<file path="src/rtl/cvxif_copro_responder_if.sv">
// CV-X-IF issue/commit/result channel bundle between core and coprocessor.
// master = core side, slave = coprocessor responder side.
interface cvxif_copro_responder_if #(
    parameter int XLEN     = 64,
    parameter int ID_WIDTH = 3
);
    logic                issue_valid_i;
    logic                issue_ready_o;
    logic [31:0]         issue_instr_i;
    logic [ID_WIDTH-1:0] issue_id_i;
    logic [XLEN-1:0]     issue_rs1_i;
    logic [XLEN-1:0]     issue_rs2_i;
    logic                issue_accept_o;
    logic                issue_writeback_o;
    logic                commit_valid_i;
    logic [ID_WIDTH-1:0] commit_id_i;
    logic                commit_kill_i;
    logic                result_valid_o;
    logic                result_ready_i;
    logic [ID_WIDTH-1:0] result_id_o;
    logic [4:0]          result_rd_o;
    logic [XLEN-1:0]     result_data_o;
    logic                result_we_o;

    modport master (
        output issue_valid_i, issue_instr_i, issue_id_i,
        output issue_rs1_i, issue_rs2_i,
        output commit_valid_i, commit_id_i, commit_kill_i,
        output result_ready_i,
        input  issue_ready_o, issue_accept_o, issue_writeback_o,
        input  result_valid_o, result_id_o, result_rd_o,
        input  result_data_o, result_we_o
    );

    modport slave (
        input  issue_valid_i, issue_instr_i, issue_id_i,
        input  issue_rs1_i, issue_rs2_i,
        input  commit_valid_i, commit_id_i, commit_kill_i,
        input  result_ready_i,
        output issue_ready_o, issue_accept_o, issue_writeback_o,
        output result_valid_o, result_id_o, result_rd_o,
        output result_data_o, result_we_o
    );
endinterface

</file>
<file path="src/rtl/cvxif_copro_responder.sv">
// CV-X-IF coprocessor responder: custom-3 ADD/XOR/SLL with in-order result buffer.
// Optional SLL support via `define CVXIF_COPRO_SLL_EN.
module cvxif_copro_responder #(
    parameter int XLEN     = 64,
    parameter int ID_WIDTH = 3,
    parameter int DEPTH    = 4
) (
    input logic                   clk_i,
    input logic                   rst_i,
    cvxif_copro_responder_if.slave bus
);
    localparam int PW = $clog2(DEPTH);

    typedef enum logic [1:0] {FREE, WAIT, READY, KILLED} st_e;

    st_e                 st_q [DEPTH];
    st_e                 st_n [DEPTH];
    logic [ID_WIDTH-1:0] id_q   [DEPTH];
    logic [4:0]          rd_q   [DEPTH];
    logic [XLEN-1:0]     data_q [DEPTH];
    logic [PW-1:0]       head_q, tail_q;
    logic [PW:0]         cnt_q, cnt_n;
    logic                rdy_q;

    logic [6:0]      opc, f7;
    logic [2:0]      f3;
    logic            dec_ok;
    logic [XLEN-1:0] res;
    logic            fire, ret_ok, ret_kill, retire;
    logic            unused_fields;

    assign opc = bus.issue_instr_i[6:0];
    assign f3  = bus.issue_instr_i[14:12];
    assign f7  = bus.issue_instr_i[31:25];
    assign unused_fields = ^bus.issue_instr_i[24:15];

    always_comb begin
        dec_ok = 1'b0;
        res    = '0;
        if (opc == 7'b1111011 && f7 == 7'd0) begin
            unique case (1'b1)
                f3 == 3'd0: begin
                    dec_ok = 1'b1;
                    res    = bus.issue_rs1_i + bus.issue_rs2_i;
                end
                f3 == 3'd1: begin
                    dec_ok = 1'b1;
                    res    = bus.issue_rs1_i ^ bus.issue_rs2_i;
                end
`ifdef CVXIF_COPRO_SLL_EN
                f3 == 3'd2: begin
                    dec_ok = 1'b1;
                    res    = bus.issue_rs1_i << bus.issue_rs2_i[$clog2(XLEN)-1:0];
                end
`endif
                default: ;
            endcase
        end
    end

    assign bus.issue_accept_o    = dec_ok;
    assign bus.issue_writeback_o = dec_ok;
    assign bus.issue_ready_o     = rdy_q;

    assign fire     = bus.issue_valid_i && rdy_q && dec_ok;
    assign ret_ok   = (st_q[head_q] == READY) && bus.result_ready_i;
    assign ret_kill = (st_q[head_q] == KILLED);
    assign retire   = ret_ok || ret_kill;

    // Commit resolves WAIT entries, including the one being enqueued now.
    always_comb begin
        for (int i = 0; i < DEPTH; i++) begin
            st_n[i] = st_q[i];
            if (bus.commit_valid_i && st_q[i] == WAIT &&
                id_q[i] == bus.commit_id_i)
                st_n[i] = bus.commit_kill_i ? KILLED : READY;
        end
        if (retire)
            st_n[head_q] = FREE;
        if (fire) begin
            st_n[tail_q] = WAIT;
            if (bus.commit_valid_i && bus.commit_id_i == bus.issue_id_i)
                st_n[tail_q] = bus.commit_kill_i ? KILLED : READY;
        end
        cnt_n = cnt_q + (PW+1)'(fire) - (PW+1)'(retire);
    end

    always_ff @(posedge clk_i) begin
        if (rst_i) begin
            for (int i = 0; i < DEPTH; i++)
                st_q[i] <= FREE;
            head_q <= '0;
            tail_q <= '0;
            cnt_q  <= '0;
            rdy_q  <= 1'b0;
        end else begin
            st_q  <= st_n;
            cnt_q <= cnt_n;
            rdy_q <= (cnt_n != (PW+1)'(DEPTH));
            if (fire)
                tail_q <= tail_q + 1'b1;
            if (retire)
                head_q <= head_q + 1'b1;
        end
    end

    always_ff @(posedge clk_i) begin
        if (fire) begin
            id_q[tail_q]   <= bus.issue_id_i;
            rd_q[tail_q]   <= bus.issue_instr_i[11:7];
            data_q[tail_q] <= res;
        end
    end

    logic hv;

    always_comb begin
        hv                 = (st_q[head_q] == READY);
        bus.result_valid_o = hv;
        bus.result_we_o    = hv;
        bus.result_id_o    = '0;
        bus.result_rd_o    = '0;
        bus.result_data_o  = '0;
        if (hv) begin
            bus.result_id_o   = id_q[head_q];
            bus.result_rd_o   = rd_q[head_q];
            bus.result_data_o = data_q[head_q];
        end
    end
endmodule

</file>
<file path="src/flat_wrapper.sv">
// flat-port wrapper written by rule: the top's interface ports become plain ports
module cvxif_copro_responder_flat 
#(
    parameter int XLEN     = 64,
    parameter int ID_WIDTH = 3,
    parameter int DEPTH    = 4
)
  (clk_i, rst_i, bus_issue_valid_i, bus_issue_instr_i, bus_issue_id_i, bus_issue_rs1_i, bus_issue_rs2_i, bus_commit_valid_i, bus_commit_id_i, bus_commit_kill_i, bus_result_ready_i, bus_issue_ready_o, bus_issue_accept_o, bus_issue_writeback_o, bus_result_valid_o, bus_result_id_o, bus_result_rd_o, bus_result_data_o, bus_result_we_o);
  cvxif_copro_responder_if #(.XLEN(XLEN), .ID_WIDTH(ID_WIDTH)) bus_i ();
  input logic clk_i;
  input logic rst_i;
  input wire logic [$bits(bus_i.issue_valid_i)-1:0] bus_issue_valid_i;
  input wire logic [$bits(bus_i.issue_instr_i)-1:0] bus_issue_instr_i;
  input wire logic [$bits(bus_i.issue_id_i)-1:0] bus_issue_id_i;
  input wire logic [$bits(bus_i.issue_rs1_i)-1:0] bus_issue_rs1_i;
  input wire logic [$bits(bus_i.issue_rs2_i)-1:0] bus_issue_rs2_i;
  input wire logic [$bits(bus_i.commit_valid_i)-1:0] bus_commit_valid_i;
  input wire logic [$bits(bus_i.commit_id_i)-1:0] bus_commit_id_i;
  input wire logic [$bits(bus_i.commit_kill_i)-1:0] bus_commit_kill_i;
  input wire logic [$bits(bus_i.result_ready_i)-1:0] bus_result_ready_i;
  output wire logic [$bits(bus_i.issue_ready_o)-1:0] bus_issue_ready_o;
  output wire logic [$bits(bus_i.issue_accept_o)-1:0] bus_issue_accept_o;
  output wire logic [$bits(bus_i.issue_writeback_o)-1:0] bus_issue_writeback_o;
  output wire logic [$bits(bus_i.result_valid_o)-1:0] bus_result_valid_o;
  output wire logic [$bits(bus_i.result_id_o)-1:0] bus_result_id_o;
  output wire logic [$bits(bus_i.result_rd_o)-1:0] bus_result_rd_o;
  output wire logic [$bits(bus_i.result_data_o)-1:0] bus_result_data_o;
  output wire logic [$bits(bus_i.result_we_o)-1:0] bus_result_we_o;
  assign bus_i.issue_valid_i = bus_issue_valid_i;
  assign bus_i.issue_instr_i = bus_issue_instr_i;
  assign bus_i.issue_id_i = bus_issue_id_i;
  assign bus_i.issue_rs1_i = bus_issue_rs1_i;
  assign bus_i.issue_rs2_i = bus_issue_rs2_i;
  assign bus_i.commit_valid_i = bus_commit_valid_i;
  assign bus_i.commit_id_i = bus_commit_id_i;
  assign bus_i.commit_kill_i = bus_commit_kill_i;
  assign bus_i.result_ready_i = bus_result_ready_i;
  assign bus_issue_ready_o = bus_i.issue_ready_o;
  assign bus_issue_accept_o = bus_i.issue_accept_o;
  assign bus_issue_writeback_o = bus_i.issue_writeback_o;
  assign bus_result_valid_o = bus_i.result_valid_o;
  assign bus_result_id_o = bus_i.result_id_o;
  assign bus_result_rd_o = bus_i.result_rd_o;
  assign bus_result_data_o = bus_i.result_data_o;
  assign bus_result_we_o = bus_i.result_we_o;
  cvxif_copro_responder #(.XLEN(XLEN), .ID_WIDTH(ID_WIDTH), .DEPTH(DEPTH)) u_core (.clk_i(clk_i), .rst_i(rst_i), .bus(bus_i));
endmodule
</file>
<file path="config.mk">
export PLATFORM = sky130hd
export DESIGN_NAME = cvxif_copro_responder_flat
export DESIGN_NICKNAME = d
export VERILOG_FILES = /design/src/rtl/cvxif_copro_responder_if.sv /design/src/rtl/cvxif_copro_responder.sv /design/src/flat_wrapper.sv
export SDC_FILE = /design/constraint.sdc
export NUM_CORES = 1
export LEC_CHECK = 0
export ABC_AREA = 1
export CAP_MARGIN = 20
export CORE_ASPECT_RATIO = 2
export CORE_UTILIZATION = 41
export DETAILED_ROUTE_END_ITERATION = 10
export PLACE_DENSITY = 0.68
export SYNTH_ARGS = -nofsm -noshare
export SYNTH_HDL_FRONTEND = slang
export SYNTH_SLANG_ARGS = --single-unit
</file>
<file path="constraint.sdc">
create_clock -name clk_i -period 10.6 [get_ports clk_i]
set_input_delay 1.59 -clock clk_i [delete_from_list [all_inputs] [get_ports clk_i]]
set_output_delay 1.59 -clock clk_i [all_outputs]
set_load 0.05 [all_outputs]
</file>
==> impl_metrics.ini, run 1 <==
[critical_path]
path_depth = 7
path_buf_inv = 4
crit_start = bus_issue_instr_i[12]
r2r_start = u_core.head_q[0]$_SDFFE_PP0N_
reg2reg_depth = 14
r2r_slack_ns = 7.49
critPathArrivalTime_ns = 4.94
crit_path_end_kind = output pin
critPathCapture = bus_issue_accept_o
crit_chain = clkdlybuf4s50_1, inv_2, nor3_4, buf_4, nor2_1, nor2_8, clkdlybuf4s50_1
cp-start-kind = primary input
timing.rr.end = u_core.bus.issue_ready_o$_SDFF_PP0_
critPathMostFrequentCell = clkdlybuf4s50_1
cpMaxStageDelayCell = clkdlybuf4s50_1
path_max_fanout = 41
slowest_delay_ns = 0.91
cp.required_ns = 9.01
path_class = in -> out
crit_family = buffers and inverters

[logic_synthesis]
post-synth-top-count-cell = nand2_1
avgSynthCellArea_um2 = 7.836
synthCells = 2327
synth_seq_cells = 306
ys.flop_type = edfxtp_1
synth_warnings = 0
synth_edf_count = 288
ys_async_sr_fraction_pct = 0
syn_nets = 2574
synth.yosys.seq_area_share_pct = 49.41
yosys.area.top_type = edfxtp_1
netlist_area_mm2 = 0.01823
synth_cell_types = 47
synth.area.top_cells = edfxtp_1 47%, nand2_1 12%, nor2_1 8.5%, a21oi_1 5.9%, inv_1 5.8%
yosys-top-cells-count = 600 x nand2_1, 411 x nor2_1, 288 x edfxtp_1
netlist.area_leader.share_pct = 47.43

[global_route]
grt_pass1_wl_mm = 88.87
grt_antenna_before_repair = 0
grt_usage_pct = 26.45
grt.overflow.total = 0
grt_max_degree = 102
grt_pass1_vias = 16060

[die]
dieHeight_um = 300.2
ios = 249
die_w_um = 151.1
start_util_pct = 41.39
dieArea_mm2 = 0.04537
placementRows = 109
coreArea_mm2 = 0.04405

[clock_network]
ctsHoldBuffers = 0
post-cts-setup-buffers = 0
insertion_delay_ns = 0.53
cts_tree = done
cts_resized = 0
clkTransAtPathRegs_ns = 0.07
root_buffer = clkbuf_16
cts_buffer_depth = 3
clock_sinks = 306
cts_buffers = 22
ctsHtreeMaxLevel = 1

[drt]
routedWlPerCell_um = 19.15
via_count = 16290
ant_nets = 0
vias_per_cell = 5.252
drtIter0Drc = 1098
wl_mm = 59.42
first_pass_iters = 5
drcViolationCount = 0

[power]
comb_power_share_pct = 15.1
ir_drop_uv = 93.54
switchingPower_w = 0.0006465
netSwitchingFraction_pct = 24.99
p_leak_nw = 8.971
finalPower_w = 0.002587
p_int_w = 0.001941
power_density_mw_per_mm2 = 117.9
clkPwrFrac_pct = 34.6
p_seq_share_pct = 50.3

[sta]
min_period_ns = 6.530
tightest_slew_ns = 1.048
report.final.slew_viol_count = 0
max_freq_mhz = 153.1
fin_setup_tns_ns = 0
clock_skew_ns = 0.01421
rsz0062_at_grt = false
setup_viol = 0
slew_headroom_pct = 29.93
finalHoldViolations = 0
hold_ws_ns = 0.5412
fin_crit_sh_pct = 61.60
worst_slack_ns = 4.070

[cells_and_area]
drive_gt1_share_pct = 2.905
num_antenna_cells = 0
fillCellCount = 4244
final_cells = 3102
nNetsFinal = 2778
syn_to_final_growth_pct = 20.37

[placed_design]
gp_congestion = 0.9433
portBuffers = 238
dpl.cell_count = 3062
dp_slack_ns = 4.001
hpwl_mm = 44.56

[run]
cap_violations = 0

[outcome]
outcome = complete, no violations

[min_path]
hp-class = reg -> reg
[metal layers]
layer / up-vias / GRT usage, % / part of all wire [%]
met4: 0 / 17.74 / 7.1
met2: 560 / 48.61 / 53
li1: 8015 / - / -
met5: - / 0 / 0
met3: 155 / 1.745 / 4.3
met1: 7563 / 28.47 / 35
[cell usage in the layout (no fill, tap or decap), types with 4 or more instances in the layout]
master           netlist  layout
edfxtp_1             288     288
buf_4                  2      11
and2_1                 4       4
nand2_1              600     599
nor3_1                15      15
nor2_1               411     411
o21bai_1              15      15
nand3b_1               4       4
clkbuf_16              0      23
clkinv_2               0       5
o211ai_1               5       5
inv_1                282     282
inv_2                  5       4
clkdlybuf4s50_1        0     238
nand3_1               58      58
nand4_1                9       9
dfxtp_1               18      16
xor2_1                 7       7
nor4_1                 6       6
ha_1                  73      73
bufinv_16              0       4
o21ai_0              204     204
clkinv_1               0       4
or2_2                  7       7
a21oi_1              216     216
nor2_4                 0       4
[worst min-delay path by stage]
stage | start | end | slack (ns) | cells past startpoint
after CTS | u_core.st_q[0]$_SDFF_PP0_ | u_core.st_q[0]$_SDFF_PP0_ | 0.55 | 4
after floorplan | u_core.cnt_q[2]$_SDFF_PP0_ | u_core.cnt_q[2]$_SDFF_PP0_ | 0.47 | 2
final | u_core.cnt_q[2]$_SDFF_PP0_ | u_core.cnt_q[2]$_SDFF_PP0_ | 0.54 | 2
after global routing | u_core.cnt_q[2]$_SDFF_PP0_ | u_core.cnt_q[2]$_SDFF_PP0_ | 0.58 | 2
after global placement | u_core.cnt_q[2]$_SDFF_PP0_ | u_core.cnt_q[2]$_SDFF_PP0_ | 0.48 | 2
after detailed placement | u_core.cnt_q[2]$_SDFF_PP0_ | u_core.cnt_q[2]$_SDFF_PP0_ | 0.54 | 2
[power groups by stage]
stage | clock, W | sequential, W | combinational, W
floorplan | 0 | 0.00133 | 0.000217
global placement | 0 | 0.00133 | 0.000387
detailed placement | 0 | 0.00133 | 0.000387
CTS | 0.000905 | 0.00130 | 0.000389
global route | 0.000952 | 0.00130 | 0.000431
finish | 0.000894 | 0.00130 | 0.000392
[per-stage QoR]
stage / util [%] / cell area (µm²)
floorplan: - / 18230
global placement: 48.00 / 21150
detailed placement: 48.09 / 21190
CTS: 49.82 / 21950
global route: 49.82 / 21950
finish: 49.82 / 21950
[logic make-up after synthesis]
kind of cell | count (synthesis) | synth area share (%)
buf+inv | 358 | 7.459
flops | 306 | 49.41
simple gates | 1127 | 24.57
fa+ha+maj | 75 | 5.229
compound gates | 453 | 12.96
xor+xnor | 8 | 0.3843
[worst min-delay path: stages, from the launching register on]
cell and delay, ns:
dfxtp_1 0.33, xor2_1 0.08, nor2_1 0.09
[flip-flops by register name, indices dropped and copies added, names as in the netlist, named ones only]
| register | cells |
|---|---|
| u_core.st_q | 8 |
| u_core.cnt_q | 3 |
| u_core.tail_q | 2 |
| u_core.bus.issue_ready_o | 1 |
| u_core.head_q | 2 |
| u_core.data_q | 256 |
| u_core.rd_q | 20 |
| u_core.id_q | 12 |
[area by class of cell]
type | instances | area (µm²) | area share, %
Clock buffer | 25 | 583.1 | 2.657
Multi-Input combinational cell | 1663 | 7894 | 35.97
Tap cell | 555 | 694.4 | 3.164
Timing Repair Buffer | 251 | 2505 | 11.41
Sequential cell | 306 | 9014 | 41.07
Clock inverter | 15 | 178.9 | 0.8152
Inverter | 287 | 1079 | 4.914
No activity file was read; power rests on OpenSTA's default activity.
==> run 2: changes to the inputs <==
PLACE_DENSITY = 0.7   (was 0.68)
clock period = 5.5 ns   (was 10.6 ns; I/O delays follow)
==> impl_metrics.ini, run 2 (same netlist as run 1, synthesis figures left out) <==
[cells_and_area]
top_register = u_core.data_q
syn_to_final_growth_pct = 20.35
final_cell_mix = 599 x nand2_1, 411 x nor2_1, 288 x edfxtp_1
reg.largest.list = u_core.data_q: 256 flops, u_core.rd_q: 20 flops, u_core.id_q: 12 flops
largest_register_ffs = 256
drive_gt1_share_pct = 3.054
nNetsFinal = 2786
final_common_cell = nand2_1

[critical_path]
crit_path_end_kind = output pin
path_class = reg -> out
reg2reg_depth = 14
r2r_start = u_core.head_q[0]$_SDFFE_PP0N_
cp.required_ns = 4.68
critPathArrivalTime_ns = 3.84
cp-start-kind = flop
path_max_fanout = 79
timing.rr.end = u_core.bus.issue_ready_o$_SDFF_PP0_
r2r_slack_ns = 2.37

[drt]
first_pass_iters = 5
wl_mm = 60.13
drtIter0Drc = 1131
ant_nets = 0
vias_per_cell = 5.276
routedWlPerCell_um = 19.33
drcViolationCount = 0
via_count = 16410

[die]
dieHeight_um = 300.2
start_util_pct = 41.39
dieArea_mm2 = 0.04537
ios = 249
die_w_um = 151.1
placementRows = 109
coreArea_mm2 = 0.04405

[sta]
tightest_slew_ns = 1.004
fin_setup_tns_ns = 0
report.final.slew_viol_count = 0
min_period_ns = 4.663
fin_crit_sh_pct = 84.79
slew_headroom_pct = 32.91
setup_viol = 0
max_freq_mhz = 214.4
rsz0062_at_grt = false
clock_skew_ns = 0.01625
finalHoldViolations = 0

[clock_network]
post-cts-setup-buffers = 0
cts_buffers = 23
cts_resized = 0
cts_buffer_depth = 3
ctsHtreeMaxLevel = 1
ctsHoldBuffers = 0
cts_tree = done
insertion_delay_ns = 0.53
clkTransAtPathRegs_ns = 0.07
clock_sinks = 306
root_buffer = clkbuf_16

[global_route]
grt_pass1_vias = 15950
grt_max_degree = 135
grt_usage_pct = 26.28
grt.overflow.total = 0
grt_pass1_wl_mm = 88.43
grt_antenna_before_repair = 1

[min_path]
holdCritStartpoint = u_core.cnt_q[2]$_SDFF_PP0_
hold_depth = 2
hp-class = reg -> reg
min_to = u_core.cnt_q[2]$_SDFF_PP0_

[power]
ir_drop_uv = 176.0
finalPower_w = 0.004856
power_density_mw_per_mm2 = 221.3
p_leak_nw = 8.975

[placed_design]
hpwl_mm = 45.32
gp_congestion = 0.9701
portBuffers = 238

[outcome]
outcome = complete, no violations

[run]
cap_violations = 0
==> run 2: cell types whose count changed in the layout (fill, tap and decap cells not counted), sizes merged <==
cell	delta
inv	+1
buf	+7
clkbuf	+3
diode	+1
clkinv	-1
bufinv	-3
==> run 2: worst max-delay path by stage <==
stage,start,end,slack (ns),cells past startpoint
floorplan,bus_issue_instr_i[3],u_core.st_q[0]$_SDFF_PP0_,1.42,9
global placement,flop,bus_result_data_o[22],1.32,5
detailed placement,flop,bus_result_data_o[53],1.23,5
CTS,flop,bus_result_data_o[53],0.65,5
global route,flop,bus_result_id_o[1],0.63,7
finish,flop,bus_result_data_o[35],0.84,6
==> run 2: through the flow <==
stage                     worst slack, ns  std cells  util (%)  hold slack [ns]  instance area (µm²)
after floorplan                     1.421       2327         -           0.4685                18230
after global placement              1.323       3068     48.20           0.4901                21230
after detailed placement            1.235       3068     48.20           0.5059                21230
after CTS                          0.6496       3108     49.77           0.5269                21920
after global routing               0.6270       3110     49.82           0.5677                21940
final                              0.8366       3110     49.82           0.5236                21940
==> run 2: critical path, cell delays in order (launching register included) <==
cell	delay [ns]
dfxtp_4	0.89
buf_4	0.72
nor2_1	0.13
nor2_1	0.12
o21ai_0	0.10
a21oi_1	0.39
clkdlybuf4s50_1	0.89
==> run 2: area by class of cell <==
cell class / count / area, µm²
well taps: 555 / 694.4
multi-input cells: 1663 / 7894
clock inverters: 12 / 96.34
inverters: 287 / 1080
diodes: 1 / 2.502
fillers: 4212 / 22110
clock buffers: 28 / 594.3
repair buffers: 258 / 2570
flip-flops and latches: 306 / 9014
==> run 2: layer usage <==
metal | part of all wire [%] | GRT usage [%] | vias to the layer above
li1 | - | - | 8039
met1 | 35 | 27.85 | 7671
met2 | 54 | 49.06 | 553
met3 | 4.1 | 1.700 | 145
met4 | 7.0 | 17.02 | 0
met5 | 0 | 0 | -
==> run 2: report_power, final <==
part | leakage, nW | switching (W) | total (W) | internal [W]
clock network | 0.331 | 0.000771 | 0.00160 | 0.000825
registers | 2.50 | 0.000000579 | 0.00251 | 0.00251
logic | 6.14 | 0.000475 | 0.000752 | 0.000277
total | 8.97 | 0.00125 | 0.00486 | 0.00361
==> variant: new RTL, flow settings as in run 2 <==
Make the reset (`rst_i`) asynchronous in one clocked block.
--- a/src/rtl/cvxif_copro_responder.sv
+++ b/src/rtl/cvxif_copro_responder.sv
@@ -86,5 +86,5 @@
     end
 
-    always_ff @(posedge clk_i) begin
+    always_ff @(posedge clk_i or posedge rst_i) begin
         if (rst_i) begin
             for (int i = 0; i < DEPTH; i++)
Behaviour: differs if rst_i is asserted again (counterexample within 4 cycles, from zero or initial values and one cycle with rst_i high); with rst_i held inactive, the same outputs for 4 cycles.
==> variant against run 2 <==
  * Synthesized area up 0.82%
  * First-iteration DRC count up 2.5%
  * Global-route usage up 0.24 points
  * Utilization up 1.1 points
  * Worst hold slack better by 0.018 ns
  * Routed wire length up 0.47%
  * Design area up 2.6%
  * Highest routed layer unchanged
  * Die area up 0.81%
  * Sequential cell count down 2
  * Worst setup slack better by 0.20 ns
Power is not compared: it rests on default switching activity, and its combinational part moved more than twofold at a synthesized area within 25%.
==> variant: results (changes against run 2) <==
status=finished clean (unchanged); sequential element share of the synthesized area=0.4922 (was 0.4941); biggest regs=u_core.data_q (256), u_core.rd_q (20), u_core.id_q (12) (unchanged); layout cells sized above 1=0.06214 (was 0.03054); Rel. slew slack=0.3347 (was 0.3291); syn_nets=2606 (was 2574); CTS Buf Count=24 (was 23); Async SR Flop Fraction=0.05263 (was 0); Iteration-0 DRC Markers=1159 (was 1131); non-filler cells, final=3146 (was 3110); routed wire length=60410 um (was 60130 um); fin nets=2820 (was 2786); synthesized instance count=2359 (was 2327); r2r setup slk=2.33 ns (was 2.37 ns); overall routing resource usage=0.2652 (was 0.2628); final worst path period need=4.466 ns (was 4.663 ns); reg2reg end=u_core.bus.issue_ready_o$_DFF_PP0_ (was u_core.bus.issue_ready_o$_SDFF_PP0_); crit path max fanout=36 (was 79); hold_ws=0.5414 ns (was 0.5236 ns); I/O Buffers=238 (unchanged); min-delay src=u_core.cnt_q[2]$_DFF_PP0_ (was u_core.cnt_q[2]$_SDFF_PP0_); hpwl dp=45710 um (was 45320 um); dpl ws=1.330 ns (was 1.235 ns); WHS Endpoint=u_core.cnt_q[2]$_DFF_PP0_ (was u_core.cnt_q[2]$_SDFF_PP0_); initial antenna violation count=0 (was 1); largest net degree at the start of global routing=103 (was 135); gp weighted congestion=0.9286 (was 0.9701); ranking of synthesized cells by area=edfxtp_1 47%, nand2_1 13%, nor2_1 8.8% (was edfxtp_1 47%, nand2_1 12%, nor2_1 8.5%); DRC=0 (unchanged); cell types with the highest counts after synthesis=633 x nand2_1, 431 x nor2_1, 291 x inv_1 (was 600 x nand2_1, 411 x nor2_1, 288 x edfxtp_1); Initial DRT Pass Iterations=6 (was 5); Avg Vias per Cell=5.273 (was 5.276); Worst EP arrival=3.64 ns (was 3.84 ns); vias in the first global route=16480 (was 15950); Clock Skew=0.01753 ns (was 0.01625 ns); clock network power share=0.185; Ant. Diodes=0 (was 1); Crit Reg-Reg Startpoint=u_core.head_q[0]$_DFFE_PP0N_ (was u_core.head_q[0]$_SDFFE_PP0N_); synth unique cells=41 (was 47); area post-placement=21670 um^2 (was 21230 um^2); first-pass GRT wire length=90330 um (was 88430 um)
-- variant: cell type report --
cell class              count  area (um^2)
repair buffers            261         2913
multi-input cells        1688         7904
flip-flops and latches    304         9054
inverters                 294         1105
fillers                  4246        21670
clock inverters            15        196.4
well taps                 555        694.4
clock buffers              29        649.4
-- variant: routing by layer --
metal | GRT usage | vias to the layer above | share of wire
met5 | 0 | - | 0
met4 | 0.1704 | 0 | 0.070
met3 | 0.01362 | 154 | 0.040
met2 | 0.4948 | 595 | 0.54
met1 | 0.2832 | 7741 | 0.35
li1 | - | 8100 | -
-- variant: worst max path at each step --
stage / from / to
floorplan: bus_issue_instr_i[29] / u_core.data_q[1][0]$_DFFE_PP_
global placement: bus_issue_instr_i[31] / bus_issue_accept_o
detailed placement: bus_issue_instr_i[27] / bus_issue_writeback_o
CTS: u_core.head_q[1]$_DFFE_PP0N_ / bus_result_data_o[5]
global route: u_core.head_q[1]$_DFFE_PP0N_ / bus_result_data_o[5]
finish: u_core.head_q[1]$_DFFE_PP0N_ / bus_result_data_o[5]
-- variant: cell families (layout without fill, tap and decap cells) --
logic type,count (synthesis),count (layout),share of synthesized area
AO/OA/AOI/OAI,436,436,0.1236
buffers and inverters,367,599,0.07957
flip-flops,304,304,0.4922
adder cells (fa/ha/maj),75,75,0.05187
XOR/XNOR,10,10,0.004765
AND/OR/NAND/NOR,1167,1167,0.2480
-- variant: worst max-delay path, stage by stage, from the launching register on --
cell and delay, ns:
dfrtp_2 0.41, inv_2 0.53, o21ai_0 0.19, a21oi_1 0.22, a21oi_2 0.07, nand2_2 0.68
buf_4 0.34, buf_4 0.31, a21oi_1 0.16, buf_12 0.18
